<file path="src/rtl/icap_multiboot.sv">
// Spartan-6 MultiBoot sequencer: selects a flash image by index and
// streams the ICAP reboot command sequence onto registered pins.
module icap_multiboot #(
   parameter int          NUM_IMAGES      = 8,
   parameter int          IDX_W           = 4,
   parameter logic [23:0] IMAGE_BASE      = 24'h054000,
   parameter logic [23:0] IMAGE_STRIDE    = 24'h054000,
   parameter logic [7:0]  SPI_READ_CMD    = 8'h03,
   parameter bit          ENABLE_FALLBACK = 1'b1,
   parameter logic [23:0] FALLBACK_ADDR   = 24'h000000,
   parameter int          STARTUP_DELAY   = 15
) (
   input  logic             clk_i,
   input  logic             reset_i,
   input  logic             req_i,
   input  logic [IDX_W-1:0] idx_i,
   output logic             ready_o,
   output logic             busy_o,
   output logic             err_o,
   output logic             issued_o,
   output logic             icap_ce_n_o,
   output logic             icap_wr_n_o,
   output logic [15:0]      icap_i_o
);

   typedef enum logic [2:0] {
      HOLDOFF,
      IDLE,
      LOAD,
      SEND,
      DONE
   } state_t;

   localparam logic [4:0] N_WORDS =
      (ENABLE_FALLBACK != 1'b0) ? 5'd16 : 5'd12;

   localparam logic [15:0] HOLD_LAST = 16'(STARTUP_DELAY - 1);

   // Extra top bit so NUM_IMAGES == 2**IDX_W still compares correctly.
   localparam logic [IDX_W:0] NUM_LIM = (IDX_W + 1)'(NUM_IMAGES);

   state_t           state_q;
   logic [15:0]      hold_q;
   logic [4:0]       k_q;
   logic [IDX_W-1:0] idx_q;
   logic [23:0]      addr_q;
   logic             ready_q;
   logic             busy_q;
   logic             err_q;
   logic             issued_q;
   logic             ce_n_q;
   logic             wr_n_q;
   logic [15:0]      icap_q;

   logic [15:0]      word_d;
   logic [15:0]      gen1;
   logic [15:0]      gen2;
   logic [15:0]      gen3;
   logic [15:0]      gen4;
   logic             idx_ok;

   // ICAP expects each byte presented MSB-first on the D0 side.
   function automatic logic [15:0] swap_bits(input logic [15:0] w);
      logic [15:0] r;
      r = '0;
      for (int j = 0; j < 8; j++) begin
         r[7-j]  = w[j];
         r[15-j] = w[8+j];
      end
      return r;
   endfunction

   assign idx_ok = ({1'b0, idx_i} < NUM_LIM);

   assign gen1 = addr_q[15:0];
   assign gen2 = {SPI_READ_CMD, addr_q[23:16]};
   assign gen3 = FALLBACK_ADDR[15:0];
   assign gen4 = {SPI_READ_CMD, FALLBACK_ADDR[23:16]};

   // Select the command word for the current stream position.
   always_comb begin
      word_d = 16'h2000;
      if (ENABLE_FALLBACK != 1'b0) begin
         case (k_q)
            5'd0:    word_d = 16'hAA99;
            5'd1:    word_d = 16'h5566;
            5'd2:    word_d = 16'h3261;
            5'd3:    word_d = gen1;
            5'd4:    word_d = 16'h3281;
            5'd5:    word_d = gen2;
            5'd6:    word_d = 16'h32A1;
            5'd7:    word_d = gen3;
            5'd8:    word_d = 16'h32C1;
            5'd9:    word_d = gen4;
            5'd10:   word_d = 16'h30A1;
            5'd11:   word_d = 16'h000E;
            default: word_d = 16'h2000;
         endcase
      end else begin
         case (k_q)
            5'd0:    word_d = 16'hAA99;
            5'd1:    word_d = 16'h5566;
            5'd2:    word_d = 16'h3261;
            5'd3:    word_d = gen1;
            5'd4:    word_d = 16'h3281;
            5'd5:    word_d = gen2;
            5'd6:    word_d = 16'h30A1;
            5'd7:    word_d = 16'h000E;
            default: word_d = 16'h2000;
         endcase
      end
   end

   // Sequencer FSM with all handshake and ICAP pins registered.
   always_ff @(posedge clk_i) begin
      if (reset_i) begin
         state_q  <= HOLDOFF;
         hold_q   <= '0;
         k_q      <= '0;
         idx_q    <= '0;
         addr_q   <= '0;
         ready_q  <= 1'b0;
         busy_q   <= 1'b0;
         err_q    <= 1'b0;
         issued_q <= 1'b0;
         ce_n_q   <= 1'b1;
         wr_n_q   <= 1'b1;
         icap_q   <= 16'hFFFF;
      end else begin
         err_q <= 1'b0;
         unique case (state_q)
            HOLDOFF: begin
               if (hold_q == HOLD_LAST) begin
                  state_q <= IDLE;
                  ready_q <= 1'b1;
               end else begin
                  hold_q <= hold_q + 16'd1;
               end
            end
            IDLE: begin
               if (req_i) begin
                  if (idx_ok) begin
                     idx_q   <= idx_i;
                     state_q <= LOAD;
                     ready_q <= 1'b0;
                     busy_q  <= 1'b1;
                  end else begin
                     err_q <= 1'b1;
                  end
               end
            end
            LOAD: begin
               // Address wraps modulo 2**24 by truncation.
               addr_q  <= IMAGE_BASE + (24'(idx_q) * IMAGE_STRIDE);
               k_q     <= '0;
               state_q <= SEND;
            end
            SEND: begin
               if (k_q == N_WORDS) begin
                  ce_n_q   <= 1'b1;
                  wr_n_q   <= 1'b1;
                  icap_q   <= 16'hFFFF;
                  issued_q <= 1'b1;
                  state_q  <= DONE;
               end else begin
                  ce_n_q <= 1'b0;
                  wr_n_q <= 1'b0;
                  icap_q <= swap_bits(word_d);
                  k_q    <= k_q + 5'd1;
               end
            end
            DONE: begin
               state_q <= DONE;
            end
            default: begin
               state_q <= HOLDOFF;
            end
         endcase
      end
   end

   assign ready_o     = ready_q;
   assign busy_o      = busy_q;
   assign err_o       = err_q;
   assign issued_o    = issued_q;
   assign icap_ce_n_o = ce_n_q;
   assign icap_wr_n_o = wr_n_q;
   assign icap_i_o    = icap_q;

endmodule

</file>
<file path="config.mk">
export PLATFORM = sky130hd
export DESIGN_NAME = icap_multiboot
export DESIGN_NICKNAME = d
export VERILOG_FILES = /design/src/rtl/icap_multiboot.sv
export SDC_FILE = /design/constraint.sdc
export NUM_CORES = 1
export LEC_CHECK = 0
export ABC_AREA = 1
export ABC_CLOCK_PERIOD_IN_PS = 4100
export CORE_MARGIN = 2
export CORE_UTILIZATION = 55
export CTS_BUF_LIST = sky130_fd_sc_hd__clkbuf_16
export DETAILED_ROUTE_END_ITERATION = 8
export GPL_TIMING_DRIVEN = 0
export PLACE_DENSITY = 0.87
export SETUP_SLACK_MARGIN = 0.5
export SYNTH_ARGS = -nofsm -noshare
export SYNTH_HDL_FRONTEND = slang
export SYNTH_SLANG_ARGS = --single-unit
</file>
<file path="constraint.sdc">
create_clock -name clk_i -period 4.1 [get_ports clk_i]
set_clock_uncertainty 0.2 [all_clocks]
set_input_delay 1.23 -clock clk_i [delete_from_list [all_inputs] [get_ports clk_i]]
set_output_delay 1.23 -clock clk_i [all_outputs]
set_load 0.03 [all_outputs]
</file>
* Yosys cells after proc, flatten, opt, wreduce, memory -nomap -nowiden
Cells that the tools add are included.
** Operators by class
- Reductions and logical operators :: 11
- Bitwise operators :: 3
- Add/subtract/negate cells :: 3
- Equal/unequal tests :: 22
- Mux-type cells :: 15
- Multiply operators :: 1
- Order comparisons :: 1
** Operators by type and width (count)
- $pmux W16 S12 :: 1
- $add A19 B23 Y24 const A :: 1
- $eq A5 B3 Y1 const B :: 4
- $eq A5 B4 Y1 const B :: 4
- $add A16 B1 Y16 const B :: 1
- $eq A16 B4 Y1 const B :: 1
- $mux W16 :: 1
- $pmux W3 S5 :: 1
- $mux W3 :: 4
- $eq A5 B2 Y1 const B :: 2
- $ne A2 B2 Y1 const B :: 5
- $pmux W5 S2 :: 1
- $mul A4 B5 Y9 const B :: 1
- $reduce_and A4 Y1 :: 2
- $eq A3 B2 Y1 const B :: 2
- $reduce_and A2 Y1 :: 3
- $add A5 B1 Y5 const B :: 1
- $eq A5 B1 Y1 const B :: 1
- $eq A5 B5 Y1 const B :: 1
- $logic_not A5 Y1 :: 1
- $mux W1 :: 5
- $mux W5 :: 1
- $lt A4 B4 Y1 const B :: 1
- $reduce_bool A2 Y1 :: 2
- 7 further kinds :: 9
** Word-level totals
- Register bits after elaboration :: 73

* Logic depth before layout (Yosys ltp)
- Depth after elaboration :: 4
- Mapped depth :: 14
- Gate-level depth less buffers :: 14

* Worst setup path after synthesis
Ideal clock, no wire load.
- Path kind :: reg2reg
- Start point :: register idx_q[1]
- End point :: register addr_q[22]
- Clock period less this slack :: 2.306 ns
- Stages on the path, launching flop included :: 12
- Setup slack :: 1.794 ns
- Required time :: 3.783 ns
- Data arrival time :: 1.989 ns
- Cells stage by stage :: dfxtp_1 > ha_1 > inv_1 > fa_1 > inv_1 > ha_1 > xor2_1 > nand2_1 > nor2_1 > a21oi_1 > nor2_1 > nor2_1
** On the way
- Longest elaborated chain between the ends :: 2
** RTL lines
- from (decl) :: line 45 : logic [IDX_W-1:0] idx_q;
- from (signal assigned) :: line 143 : idx_q <= idx_i;
- $mul A4 B5 Y9 :: line 154 : addr_q <= IMAGE_BASE + (24'(idx_q) * IMAGE_STRIDE);
- $add A19 B23 Y24 :: line 154
- to (signal assigned) :: line 154
- to (decl) :: line 46 : logic [23:0] addr_q;
No other way between the ends.
A chain may end at the register's enable or synchronous reset.

* Worst setup path in the final report
- Start point :: register wr_n_q, in the netlist icap_wr_n_o
- End point :: output icap_wr_n_o
** RTL lines
- from (decl) :: line 52 : logic wr_n_q;
- from (signal assigned) :: line 127 : wr_n_q <= 1'b1;
- from (signal assigned) :: line 161 : wr_n_q <= 1'b1;
- from (signal assigned) :: line 167 : wr_n_q <= 1'b0;
- to (decl) :: line 22 : output logic icap_wr_n_o,
No word-level cell between the ends.

==> flow_summary.yaml <==
status:
  status: "complete, no violations"
placement:
  dpl_worst_slack_ns: 1.19
  placed_area_um2: 3500
  hpwl_mm: 5.51
  io_buffer_count: 28
  place.gp.congestion: 0.941
clock_tree:
  clk_pin_slew_ns: 0.05
  clockBufferDepth: 2
  cts_tree: "yes"
  hold_buffers: 0
  cts_resized: 0
  clock_latency_ns: 0.33
  clock-sinks: 59
  cts_buffers: 9
  postCtsSetupBuffers: 0
  htreeDepth: 3
  clk_root_buffer_cell: "clkbuf_16"
sta:
  fin_crit_ns: 2.85
  tightest_slew_ns: 0.566
  relSlewSlack_pct: 62.3
  finalSetupTns_ns: 0
  hold_violations: 0
  rsz0062_at_grt: "false"
  slew_viol_final: 0
  setup_viol: 0
  fin_ws_ns: 1.25
  fmax_mhz: 351
  fin_crit_sh_pct: 69.5
synth:
  synthArstFlopShare_pct: 0
  synth-warning-count: 0
  syn_nets: 475
  yosysSeqAreaShare_pct: 37.7
  synth_seq_cells: 59
  netlist_area_um2: 3130
  ys_types: 30
  synth-edff-count: 0
  netlist_instances: 453
  synthFlopType: "dfxtp_1"
  syn_area_per_cell_um2: 6.92
layout:
  n_fill_cell: 425
  syn_to_final_growth_pct: 21.7
  nNetsFinal: 514
  drive_gt1_share_pct: 6.64
  most-common-layout-cells: "116 x nand2_1, 59 x dfxtp_1, 56 x inv_1"
  antennaDiodeCount: 0
  stdcell_area_um2: 3810
  mostFrequentLayoutCell: "nand2_1"
routing:
  num_vias: 3141
  antenna_left: 0
  first_pass_iters: 5
  routed_wl_mm: 7.84
  drt_iter0_markers: 248
  routed_via_density: 5.52
  wl_per_cell_um: 13.8
  drc_errors: 0
hold_path:
  hold_class: "reg2reg"
floorplan:
  row_count: 27
  die_area_um2: 6320
  die_x_um: 79.5
  ios: 29
  die-height_um: 79.5
  core_area_um2: 5510
  initial_core_util_pct: 56.9
power:
  p_leak_nw: 1.61
  p_total_mw: 1.39
  power.density_nw_per_um2: 364
  irDropWorstVdd_v: 0.000252
grt:
  grt_max_degree: 11
  grt_pass1_vias: 2983
  gr-total-overflow: 0
  antenna_found_initial: 0
  grt_usage_pct: 26.5
  grt_pass1_wl_mm: 13.2
worst_setup_path:
  critPathKind: "reg2out"
  endpoint_kind: "output pin"
  crit_path_end: "icap_wr_n_o"
  r2r_end: "addr_q[22]"
  crit_chain: "buf_4 > clkdlybuf4s50_1"
  rrSetupSlack_ns: 1.51
  worstPathMaxFanout: 3
  reg2reg_from: "idx_q[1]"
  startpoint_type: "register"
  critical_path.max_stage_delay_ns: 0.65
  worstPathRequired_ns: 2.67
  worstSetupStartpoint: "icap_wr_n_o"
  crit_arrival_ns: 1.42
  worstRegToRegCells: 11
  cp_slowest_cell: "clkdlybuf4s50_1"
flow_run:
  maxCapViolCount: 0
==> power by group <==
group	total, mW	internal [mW]	switching, mW
combinational	0.0305	0.0112	0.0193
sequential	0.581	0.577	0.00437
clock	0.778	0.523	0.255
==> how the worst min path moves through the flow <==
stage,start,end,slack (ns),cells after the start
3_5_place_dp,addr_q[21],addr_q[21],0.26,2
4_1_cts,addr_q[21],addr_q[21],0.27,2
2_1_floorplan,addr_q[20],addr_q[20],0.23,2
6_report,issued_o,issued_o,0.27,2
3_3_place_gp,issued_o,issued_o,0.25,2
5_1_grt,issued_o,issued_o,0.28,2
==> synth_stat cells, types with 3 or more instances <==
library cell,count,area share (%)
nand2_1,116,14
dfxtp_1,59,38
inv_1,55,6.6
nor2_1,44,5.3
a21oi_1,34,5.4
o21ai_0,29,4.6
nand3_1,26,4.2
ha_1,14,5.6
o22ai_1,10,2.0
xor2_1,10,2.8
nand4_1,9,1.8
nor3_1,8,1.3
clkbuf_1,6,0.72
buf_4,4,0.96
inv_2,3,0.36
nand2_2,3,0.60
nand3b_1,3,0.72
nor3_2,3,0.96
o21ai_1,3,0.48
==> layout make-up <==
class	instances	area [um^2]	area share (%)
Multi-Input combinational cell	325	1670	43.8
Sequential cell	59	1180	31.0
Buffer	11	63.8	1.67
Tap cell	72	90.1	2.36
Clock inverter	7	83.8	2.20
Inverter	58	218	5.71
Timing Repair Buffer	28	280	7.35
Clock buffer	9	225	5.91
==> logic make-up after synthesis <==
family	synth area share, %
AOI/OAI and AO/OA	14.1
and+or+nand+nor	30.3
adders and majority gates	6.23
DFF	37.7
buffers and inverters	8.98
xor gates and xnor gates	2.79
==> worst max-delay path, delay by kind of cell (launching register included) <==
kind / cells / cell delay [ns]
buffers and inverters: 2 / 0.76
DFF: 1 / 0.34
==> sequential cells by signal, indices dropped and copies added, names as in the netlist <==
| name | count |
|---|---|
| issued_o | 1 |
| err_o | 1 |
| addr_q | 10 |
| state_q | 3 |
| k_q | 5 |
| ready_o | 1 |
| idx_q | 4 |
| icap_wr_n_o | 1 |
| icap_i_o | 16 |
| hold_q | 16 |
| busy_o | 1 |
==> routing by layer <==
metal | routed length [um] | track usage (%) | vias up
li1 | - | - | 1561
met3 | 390 | 5.66 | 24
met4 | 185 | 10.3 | 0
met1 | 3190 | 30.3 | 1460
met2 | 4070 | 47.9 | 96
met5 | 0 | 0 | -
==> metrics by stage <==
stage                     std cells  util, %  hold WS, ns
final                           569     69.3        0.265
after global routing            569     69.3        0.283
after CTS                       569     69.3        0.266
after detailed placement        553     63.6        0.258
after global placement          553     63.6        0.247
after floorplan                 453        -        0.226
Power figures use the tool's default switching activity.
